**src/rtl/sa_pkg.sv**
```systemverilog
// Shared systolic-array definitions: lane geometry, drain FSM states and a small
// index-width helper reused by the array, its feeder and the psum collector.
package sa_pkg;

    localparam int PSUM_W     = 32;
    localparam int ARRAY_SIZE = 8;
    localparam int TILE_W     = 8;

    typedef enum logic [1:0] {
        IDLE  = 2'd0,
        ACCUM = 2'd1,
        DRAIN = 2'd2
    } state_e;

    // Width of a column index, kept at least 1 bit for a single-lane array.
    function automatic int idx_w(input int n);
        return (n > 1) ? $clog2(n) : 1;
    endfunction

endpackage

```
**src/rtl/psum_drain_if.sv**
```systemverilog
// Bundle between the psum collector and its environment: control, the psum row
// stream from the array and the per-column output stream.
interface psum_drain_if #(
    parameter int ARRAY_SIZE = sa_pkg::ARRAY_SIZE,
    parameter int PSUM_W     = sa_pkg::PSUM_W,
    parameter int TILE_W     = sa_pkg::TILE_W
);
    localparam int IDX_W = sa_pkg::idx_w(ARRAY_SIZE);

    logic                         start;
    logic [TILE_W-1:0]            num_tiles;
    logic                         psum_valid;
    logic                         psum_ready;
    logic [ARRAY_SIZE*PSUM_W-1:0] psums;
    logic                         out_valid;
    logic                         out_ready;
    logic [PSUM_W-1:0]            out_data;
    logic [IDX_W-1:0]             out_idx;
    logic                         out_last;
    logic                         busy;
    logic                         done;

    modport slave (
        input  start, num_tiles, psum_valid, psums, out_ready,
        output psum_ready, out_valid, out_data, out_idx, out_last, busy, done
    );

    modport master (
        output start, num_tiles, psum_valid, psums, out_ready,
        input  psum_ready, out_valid, out_data, out_idx, out_last, busy, done
    );

endinterface

```
**src/rtl/psum_drain.sv**
```systemverilog
// Accumulates num_tiles psum rows per column, then streams one column per beat.
// Latency: final row accepted -> first beat valid next cycle; 1 beat/cycle drain.
// Backpressure: psum_ready only in ACCUM; out_ready stalls hold out_data/out_idx.
module psum_drain #(
    parameter int ARRAY_SIZE = sa_pkg::ARRAY_SIZE,
    parameter int PSUM_W     = sa_pkg::PSUM_W,
    parameter int TILE_W     = sa_pkg::TILE_W
) (
    input  logic         clk,
    input  logic         rst,
    psum_drain_if.slave  bus
);
    import sa_pkg::*;

    localparam int               IDX_W    = idx_w(ARRAY_SIZE);
    localparam logic [IDX_W-1:0] LAST_IDX = IDX_W'(ARRAY_SIZE - 1);

    state_e                            state_q, state_d;
    logic [TILE_W-1:0]                 tiles_left_q, tiles_left_d;
    logic                              first_q, first_d;
    logic [IDX_W-1:0]                  idx_q, idx_d;
    logic [PSUM_W-1:0]                 out_data_q, out_data_d;
    logic                              done_q, done_d;
    logic [ARRAY_SIZE-1:0][PSUM_W-1:0] acc_q;
    logic [ARRAY_SIZE-1:0][PSUM_W-1:0] acc_sum;
    logic [IDX_W-1:0]                  idx_inc;
    logic                              psum_hs;
    logic                              out_hs;

    assign psum_hs = (state_q == ACCUM) && bus.psum_valid;
    assign out_hs  = (state_q == DRAIN) && bus.out_ready;
    assign idx_inc = idx_q + IDX_W'(1);

    // First accepted row of a run overwrites, so stale sums from a prior run never leak.
    for (genvar i = 0; i < ARRAY_SIZE; i++) begin : g_lane
        logic [PSUM_W-1:0] lane_in;
        assign lane_in    = bus.psums[i*PSUM_W +: PSUM_W];
        assign acc_sum[i] = first_q ? lane_in : acc_q[i] + lane_in;
    end

    always_comb begin
        state_d      = state_q;
        tiles_left_d = tiles_left_q;
        first_d      = first_q;
        idx_d        = idx_q;
        out_data_d   = out_data_q;
        done_d       = 1'b0;
        case (state_q)
            IDLE: begin
                if (bus.start && (bus.num_tiles != '0)) begin
                    state_d      = ACCUM;
                    tiles_left_d = bus.num_tiles;
                    first_d      = 1'b1;
                    idx_d        = '0;
                end
            end
            ACCUM: begin
                if (psum_hs) begin
                    tiles_left_d = tiles_left_q - TILE_W'(1);
                    first_d      = 1'b0;
                    if (tiles_left_q == TILE_W'(1)) begin
                        state_d    = DRAIN;
                        idx_d      = '0;
                        out_data_d = acc_sum[0];
                    end
                end
            end
            DRAIN: begin
                if (out_hs) begin
                    if (idx_q == LAST_IDX) begin
                        state_d    = IDLE;
                        done_d     = 1'b1;
                        idx_d      = '0;
                        out_data_d = '0;
                    end else begin
                        idx_d      = idx_inc;
                        out_data_d = acc_q[idx_inc];
                    end
                end
            end
            default: state_d = IDLE;
        endcase
    end

    always_ff @(posedge clk) begin
        if (rst) begin
            state_q      <= IDLE;
            tiles_left_q <= '0;
            first_q      <= 1'b0;
            idx_q        <= '0;
            out_data_q   <= '0;
            done_q       <= 1'b0;
        end else begin
            state_q      <= state_d;
            tiles_left_q <= tiles_left_d;
            first_q      <= first_d;
            idx_q        <= idx_d;
            out_data_q   <= out_data_d;
            done_q       <= done_d;
        end
    end

    always_ff @(posedge clk) begin
        if (rst) begin
            acc_q <= '0;
        end else if (psum_hs) begin
            acc_q <= acc_sum;
        end
    end

    assign bus.psum_ready = (state_q == ACCUM);
    assign bus.out_valid  = (state_q == DRAIN);
    assign bus.out_data   = out_data_q;
    assign bus.out_idx    = idx_q;
    assign bus.out_last   = (state_q == DRAIN) && (idx_q == LAST_IDX);
    assign bus.busy       = (state_q != IDLE);
    assign bus.done       = done_q;

endmodule

```
**src/flat_wrapper.sv**
```systemverilog
// flat-port wrapper written by rule: the top's interface ports become plain ports
module psum_drain_flat import sa_pkg::*;
#(
    parameter int ARRAY_SIZE = sa_pkg::ARRAY_SIZE,
    parameter int PSUM_W     = sa_pkg::PSUM_W,
    parameter int TILE_W     = sa_pkg::TILE_W
)
  (clk, rst, bus_start, bus_num_tiles, bus_psum_valid, bus_psums, bus_out_ready, bus_psum_ready, bus_out_valid, bus_out_data, bus_out_idx, bus_out_last, bus_busy, bus_done);
  psum_drain_if #(.ARRAY_SIZE(ARRAY_SIZE), .PSUM_W(PSUM_W), .TILE_W(TILE_W)) bus_i ();
  input  logic clk;
  input  logic rst;
  input wire logic [$bits(bus_i.start)-1:0] bus_start;
  input wire logic [$bits(bus_i.num_tiles)-1:0] bus_num_tiles;
  input wire logic [$bits(bus_i.psum_valid)-1:0] bus_psum_valid;
  input wire logic [$bits(bus_i.psums)-1:0] bus_psums;
  input wire logic [$bits(bus_i.out_ready)-1:0] bus_out_ready;
  output wire logic [$bits(bus_i.psum_ready)-1:0] bus_psum_ready;
  output wire logic [$bits(bus_i.out_valid)-1:0] bus_out_valid;
  output wire logic [$bits(bus_i.out_data)-1:0] bus_out_data;
  output wire logic [$bits(bus_i.out_idx)-1:0] bus_out_idx;
  output wire logic [$bits(bus_i.out_last)-1:0] bus_out_last;
  output wire logic [$bits(bus_i.busy)-1:0] bus_busy;
  output wire logic [$bits(bus_i.done)-1:0] bus_done;
  assign bus_i.start = bus_start;
  assign bus_i.num_tiles = bus_num_tiles;
  assign bus_i.psum_valid = bus_psum_valid;
  assign bus_i.psums = bus_psums;
  assign bus_i.out_ready = bus_out_ready;
  assign bus_psum_ready = bus_i.psum_ready;
  assign bus_out_valid = bus_i.out_valid;
  assign bus_out_data = bus_i.out_data;
  assign bus_out_idx = bus_i.out_idx;
  assign bus_out_last = bus_i.out_last;
  assign bus_busy = bus_i.busy;
  assign bus_done = bus_i.done;
  psum_drain #(.ARRAY_SIZE(ARRAY_SIZE), .PSUM_W(PSUM_W), .TILE_W(TILE_W)) u_core (.clk(clk), .rst(rst), .bus(bus_i));
endmodule
```
**config.mk**
```make
export PLATFORM = sky130hd
export DESIGN_NAME = psum_drain_flat
export DESIGN_NICKNAME = d
export VERILOG_FILES = /design/src/rtl/sa_pkg.sv /design/src/rtl/psum_drain_if.sv /design/src/rtl/psum_drain.sv /design/src/flat_wrapper.sv
export SDC_FILE = /design/constraint.sdc
export NUM_CORES = 1
export LEC_CHECK = 0
export BUFFER_PORTS_ARGS = -buffer_cell sky130_fd_sc_hd__buf_2
export CAP_MARGIN = 20
export CORE_ASPECT_RATIO = 1.25
export CORE_MARGIN = 1
export CORE_UTILIZATION = 40
export DETAILED_ROUTE_END_ITERATION = 16
export GPL_TIMING_DRIVEN = 0
export PLACE_DENSITY = 0.71
export SLEW_MARGIN = 5
export SYNTH_ARGS = -nofsm -noshare
export SYNTH_HDL_FRONTEND = slang
export SYNTH_SLANG_ARGS = --single-unit
```
**constraint.sdc**
```tcl
create_clock -name clk -period 3.5 [get_ports clk]
set_clock_uncertainty 0.1 [all_clocks]
set_input_delay 0.525 -clock clk [delete_from_list [all_inputs] [get_ports clk]]
set_output_delay 0.525 -clock clk [all_outputs]
set_load 0.005 [all_outputs]
```
# Word-level counts from Yosys, hierarchy flattened
# Cells that the tools add are included.
# word_totals
regBits	303
latch_bits	0
ramBits	0
rom_bits	0
in_bits	269
n_memories	0
# op_classes
n_addsub	10
multipliers	0
div_mod_pow	0
order_cmp	1
n_eq_ne	9
shift	0
mux	34
bitwise	2
n_reduce_logical	15
# ops
op	n
$mux W32	13
$add A32 B32 Y32	8
$bmux W32 S3	1
$pmux W32 S2	1
$mux W8	2
$pmux W8 S2	1
$mux W3	5
$mux W2	5
$ne A2 B1 Y1 const B	5
$reduce_and A5 Y1	2
$pmux W3 S3	1
$eq A8 B1 Y1 const B	1
$reduce_bool A8 Y1	1
$sub A8 B1 Y8 const B	1
$pmux W2 S3	1
$reduce_bool A2 Y1	3
$logic_and A1 B1 Y1	4
$lt A3 B4 Y1 const B	1
$reduce_and A4 Y1	1
$add A3 B1 Y3 const B	1
$eq A3 B3 Y1 const B	1
$mux W1	3
$reduce_and A3 Y1	1
$reduce_bool A3 Y1	1
6 further kinds	7

# Logic depth before layout (Yosys ltp)
# Gate-level depths: netlist of run 1.
# logic_depth
depth_word	6
depth_mapped	13
depth_no_buf	13

# Least setup slack after synthesis of run 1
# OpenSTA, ideal clock, no wires.
# synth_timing
kind	input -> register
from	in bus_psums[32]
to	reg u_core.acc_q[56] (netlist name)
setup_time_ns	0.070
arrival_ns	3.180
required_time_ns	3.330
path_slack_ns	0.150
path_stages	12
path_cell_list	ha_1 fa_1 a21oi_1 o21bai_1 a2111oi_2 o21ai_1 a41o_1 or4b_4 a41oi_2 xnor2_1 mux2i_1 a21oi_1
# synth_via
elab_chain_len	2
# synth_rtl
item	line_no	text
start: declaration	flat_wrapper.sv:15	input wire logic [$bits(bus_i.psums)-1:0] bus_psums;
$add A32 B32 Y32	psum_drain.sv:38	assign acc_sum[i] = first_q ? lane_in : acc_q[i] + lane_in;
$mux W32	psum_drain.sv:38	
end signal: assignment	psum_drain.sv:107	acc_q <= acc_sum;
end: declaration	psum_drain.sv:24	logic [ARRAY_SIZE-1:0][PSUM_W-1:0] acc_q;
# Every way passes these cells.
# A chain may end at the register's enable or synchronous reset.

# Final worst setup path of run 1
# layout_timing
from	reg u_core.idx_q[0] (netlist: u_core.bus.out_idx[0])
to	reg u_core.out_data_q[13] (netlist: u_core.bus.out_data[13])
# layout_via
elab_chain_len	6
elab_cells_between_ends	7
# layout_rtl
item	line_no	text
start: declaration	psum_drain.sv:21	logic [IDX_W-1:0] idx_q, idx_d;
start signal: assignment	psum_drain.sv:97	idx_q <= idx_d;
$add A3 B1 Y3	psum_drain.sv:32	assign idx_inc = idx_q + IDX_W'(1);
$bmux W32 S3	psum_drain.sv:77	out_data_d = acc_q[idx_inc];
$mux W32 (not written as such)	psum_drain.sv:77	
$mux W32 *	psum_drain.sv:70	if (idx_q == LAST_IDX) begin
$mux W32 *	psum_drain.sv:69	if (out_hs) begin
$pmux W32 S2 *	psum_drain.sv:48	case (state_q)
end signal: assignment	psum_drain.sv:98	out_data_q <= out_data_d;
end: declaration	psum_drain.sv:22	logic [PSUM_W-1:0] out_data_q, out_data_d;
# Mark *: on every way between the ends. The rest lies on a longest branch, timed or not. The select of a mux whose other input is x is not followed.

==> run metrics, run 1 <==
die area=68900 µm²; count of pins over their slew limit=0; RePlAce Congestion=around 1.0; root buffer cell=clkbuf_16; Die H=293 µm; Main synth FF type=dfxtp_1; Syn Std Cell Area=27100 µm²; Worst EP arrival=between 4000 and 5000 ps; layout cell share with drive strength beyond 1=between 15 and 20%; WL/cell=roughly 30 µm; slew margin rel.=15.0%; nature of the critical path startpoint=flop; clk_lat worst skew=600 ps; post-synth top area cell=dfxtp_1; period utilisation layout=107%; clk sinks=303; post-synthesis compound-gate area fraction=30.8%; clock buffer depth=3; CP max FO=10; final hold vios=0; Initial Util=40.5%; WP data required=3920 ps; initial antenna violation count=3; failing checks=setup timing; worst hold slack=155 ps; post-synthesis mux area share=7.99%; status=complete, but fails checks; vias per cell=6.53; Synth Area in Adders=roughly 12%; Area Overhead vs Synth=18.3%; Seq cells post-synth=303; Die W=~230 µm; Synth Area in Simple Gates=16.4%; Pwr Density=394 nW/µm²; first drt pass iteration count=8; Async S/R FF share, synth=0%; Synth Instances=3461; GR Overflow Total=0; Post-synth EDFFs=0; Final Power=12.6 mW; setup violators final=4; Final Net Count=4378; maximum VDD drop=0.000283 V; share of the synthesized area in the top cell type=22.3%; leak pwr=13.5 nW; main combinational cell family by area after synthesis=compound AO/OA/AOI/OAI gates; Syn Area/Cell=7.84 µm²; Max Cap Viol=0; HPWL Detailed=107000 µm; Placeable Area=67000 µm²; TritonCTS Buffers=36; Reg clk slew, reported paths=around 60 ps; HP Class=in2reg; syn nets=3990; first-pass GRT wire length=between 150000 and 200000 µm; most frequent cells in the layout=o21ai_0, nor2_1, a21oi_1; post-synth cell types=96; 1st-iter DRT viols=about 3600; num ports=slightly above 300; Post-DRT Antenna Nets=0; Remaining DRCs=0; fmax=267 MHz; yosys warns=0; RSZ-0062 raised after global routing=yes; DR vias=30956; kind of critical path=reg2reg; CTS tree=done; FP Rows=106; Worst Tran Pin Value=1270 ps; All-Layer GR Usage=38.9%; top cells by area, synth=dfxtp_1, ha_1, o21ai_0, a21oi_1, mux4_2; CTS HTree Levels=2; final setup margin=-244 ps; minimum clock period=3740 ps; Worst Setup End Kind=flop; commonest non-fill, non-tap cell in the layout=o21ai_0; Seq/Total Area, Yosys=22.3%; Synth Area in XOR/XNOR=under 10%; largest net degree at the start of global routing=14; vias in the first global route=28712; final WL=139000 µm; Port Buffers=308
-- Yosys cell counts (all sizes together) (11+ instances only) --
cell type	count
dfxtp	303
a31oi	55
xor2	100
and2	15
o211ai	83
ha	252
nor2b	22
nor2	340
a21o	129
o21bai	41
o221ai	13
nor3	75
o21a	33
and3	30
mux2i	67
o211a	13
nand4	35
nor4b	11
buf	39
a211oi	99
nand3	50
o21ai	391
mux4	64
clkbuf	167
nor4	18
nand2	294
a21oi	343
xnor2	104
nand2b	37
nand3b	12
inv	59
-- worst paths after layout --
path | from | to | slack, ps | cells past startpoint
hold reg to reg | u_core.acc_q[174] | u_core.acc_q[174] | 380 | 2
setup reg to reg | u_core.bus.out_idx[0] | u_core.bus.out_data[13] | -240 | 8
hold / removal | bus_out_ready | u_core.bus.done | 160 | 2
setup / recovery | u_core.bus.out_idx[0] | u_core.bus.out_data[13] | -240 | 8
-- kinds of logic (layout without fill, tap and decap cells) --
logic type / Yosys count / count (layout)
fa+ha+maj: 260 / 260
mux: 136 / 136
buf+inv: 265 / 677
other cells: 0 / 2
flops: 303 / 303
compound gates: 1321 / 1321
xor+xnor: 204 / 204
simple gates: 972 / 972
-- flip-flops by register name, indices dropped and copies added, names as in the netlist --
register	flops
u_core.acc_q	256
u_core.bus.out_data	32
u_core.tiles_left_q	8
u_core.bus.out_idx	3
u_core.state_q	2
u_core.bus.done	1
u_core.first_q	1
-- report_power, final --
group          total, mW  internal (mW)  switching (mW)  leakage (nW)
clock network       4.28           2.51            1.78         0.625
registers           3.97           3.68           0.285          2.47
logic               4.39           1.60            2.79          10.4
total               12.6           7.79            4.85          13.5
-- worst max-delay path, stage by stage, from the launching register on --
cell and delay (ps):
dfxtp_1 430, ha_1 260, ha_1 270, clkbuf_1 700, buf_1 810, mux2i_1 170, o221ai_1 620, o21ai_0 190
nor2_1 120
-- cell type report --
cell class / count / area, µm²
inverters: 59 / 225
clock inverters: 18 / 309
repair buffers: 351 / 2010
diodes: 2 / 5.00
flip-flops and latches: 303 / 6070
plain buffers: 205 / 932
fillers: 6553 / 34900
clock buffers: 44 / 971
multi-input cells: 2893 / 20500
well taps: 864 / 1080
-- layer usage --
metal  vias to the layer above  wire (µm)  GRT usage (%)
met5                         -         22              0
met4                         4      12600           31.0
met3                       584      16000           9.80
met2                      2094      60800           61.0
met1                     14570      49600           45.2
li1                      13704          -              -
-- repair_timing --
item | CTS | global route
gates resized for setup | 84 | 88
setup buffers | 3 | 17
endpoints found under the setup margin | 235 | 159
pin swaps | 11 | 33
hold buffers | 0 | 0
-- per-stage QoR --
step | utilization (%) | worst slack [ps] | setup TNS [ps] | cells | area, µm²
4_1_cts | 47.3 | 2.01 | 0 | 4718 | 31700
2_1_floorplan | - | 150 | 0 | 3461 | 27100
3_3_place_gp | 44.4 | -820 | -98130 | 4633 | 29800
6_report | 48.0 | -244 | -461 | 4739 | 32100
3_5_place_dp | 44.9 | -837 | -83440 | 4653 | 30000
5_1_grt | 47.9 | -99.4 | -232 | 4737 | 32100
Note: power is estimated with default switching activity, not from simulation.
==> inputs of run 2 (changes only) <==
- PLACE_DENSITY: 0.71 -> 0.69
- SLEW_MARGIN: 5 -> 20
- clock period: 3.5 -> 4.7 ns (I/O delays scaled with it)
==> run 2 against run 1 <==
  * Maximum frequency decreased by 15%
  * Count of clock-buffer cells in the layout increased by 14
  * Register-to-register slack improved by 520 ps
  * Worst setup slack improved by 520 ps
  * The flow now finishes without violations
  * Worst hold slack improved by 190 ps
  * Routed wire length about the same
  * Sequential power decreased by 26%
  * Via count decreased by 0.55%
  * Sequential share of layout area increased by 0.60 points
  * First-iteration DRC count increased by 3.1%
  * Cell count decreased by 0.65%
  * Power decreased by 28%
==> run metrics, run 2 (synthesis results as in run 1) <==
clock buffer depth=3; Placeable Area=67000 µm²; commonest non-fill, non-tap cell in the layout=o21ai_0; first-pass GRT wire length=196000 µm; Crit-path slowest cell=clkbuf_1; minimum clock period=4420 ps; largest net degree at the start of global routing=13; Port Buffers=around 310; vias in the first global route=29098; HPWL Detailed=107000 µm; period utilisation layout=94.1%; slew margin rel.=9.12%; Pint=about 5.6 mW; clk_lat worst skew=580 ps; Initial Util=40.5%; Worst Setup End Kind=flop; Post-DRT Antenna Nets=0; Die H=293 µm; DR vias=around 31000; WL/cell=29.5 µm; Pwr Density=294 nW/µm²; leak pwr=13.1 nW; CP max FO=10; Cell Area, Placed=29900 µm²; GR Overflow Total=0; first drt pass iteration count=9; status=finished clean; critical path cell sequence=clkbuf_1 > clkbuf_1 > buf_1 > clkbuf_1 > nand2_1 > o211ai_1 > o21ai_0 > nor2_1; Largest stage delay, worst path=about 950 ps; design area=31100 µm²; switching pwr=3.55 mW; Comb power frac=approximately a third; kind of critical path=reg2reg; CTS HTree Levels=2; Reg clk slew, reported paths=60 ps; FP Rows=approximately 110; worst hold slack=340 ps; Die W=235 µm; Sequential Power Share=32.2%; maximum VDD drop=roughly 0.00021 V; num ports=309; CP delay by family, top=buffers and inverters; Max Cap Viol=0; TritonCTS Buffers=37; Area Overhead vs Synth=14.7%; final hold vios=0; count of pins over their slew limit=0; max reg flops=between 200 and 300; fmax=226 MHz; nature of the critical path startpoint=flop; CTS Hold Bufs=0; vias per cell=6.54; clk sinks=303; Clock power frac=33.3%; Largest Register=u_core.acc_q; CTS tree=done; Worst EP arrival=4830 ps; Remaining DRCs=0; die area=68900 µm²; post-route insts no fill=between 4000 and 5000; Final Net Count=between 4000 and 5000; Final Power=about 9.2 mW; initial antenna violation count=2; layout cell share with drive strength beyond 1=13.2%; setup repair bufs after CTS=0; most frequent CP cell=clkbuf_1; setup violators final=0; switch share=38.8%; most frequent cells in the layout=o21ai_0, nor2_1, a21oi_1; # placed instances=around 4600; 1st-iter DRT viols=between 3000 and 4000; RSZ-0062 raised after global routing=no; CP bufs+invs=4; Worst Tran Pin Value=1360 ps; RePlAce Congestion=1.06; Filler Cell Count=between 6000 and 7000; PostCTS Resize Cnt=0; WP data required=5110 ps; setup TNS=0 ps; HP Class=in2reg; All-Layer GR Usage=between 30% and 40%; root buffer cell=clkbuf_16; final WL=139000 µm
run 2: changes by cell type in the layout (fill, tap and decap cells not counted), sizes merged:
cell / change
clkinv: -6
clkdlybuf4s18: -1
buf: -22
diode: +1
clkdlybuf4s15: -12
bufinv: -6
clkbuf: +13
inv: +2
run 2: layout make-up:
cell class	count	area, µm²	area share, %
plain buffers	206	826	2.65
inverters	59	221	0.712
multi-input cells	2893	20100	64.5
clock inverters	8	77.6	0.249
clock buffers	58	1150	3.69
repair buffers	314	1640	5.26
diodes	3	7.51	0.0241
flip-flops and latches	303	6070	19.5
well taps	864	1080	3.47
run 2: worst paths after layout:
kind / start / endpoint / slack [ps] / depth (start not counted)
setup reg to reg: u_core.first_q / u_core.acc_q[111] / 280 / 8
hold reg to reg: u_core.acc_q[174] / u_core.acc_q[174] / 380 / 2
setup / recovery: u_core.first_q / u_core.acc_q[111] / 280 / 8
hold / removal: bus_psums[220] / u_core.acc_q[220] / 340 / 3
run 2: routing by layer:
metal	wire length [µm]	GRT usage [%]	up-vias
li1	-	-	13628
met1	50200	45.7	14606
met2	60400	61.3	1952
met3	15000	8.88	600
met4	13400	32.6	0
met5	0	0	-
run 2: power groups by stage:
stage | sequential [mW] | combinational [mW] | clock, mW
final | 2.95 | 3.16 | 3.05
after global routing | 2.95 | 3.37 | 3.10
after CTS | 2.93 | 3.04 | 3.03
after detailed placement | 2.99 | 3.02 | 0
after global placement | 2.98 | 2.99 | 0
after floorplan | 2.89 | 2.00 | 0
run 2: metrics by stage:
stage | util [%] | worst slack [ps]
2_1_floorplan | - | 1170
3_3_place_gp | 44.4 | 153
3_5_place_dp | 44.6 | 275
4_1_cts | 46.4 | 516
5_1_grt | 46.5 | 341
6_report | 46.5 | 278
run 2: worst min-delay path, delay by kind of cell:
family	cells	cell delay, ps
buf+inv	1	110
simple gates	1	70
compound gates	1	70
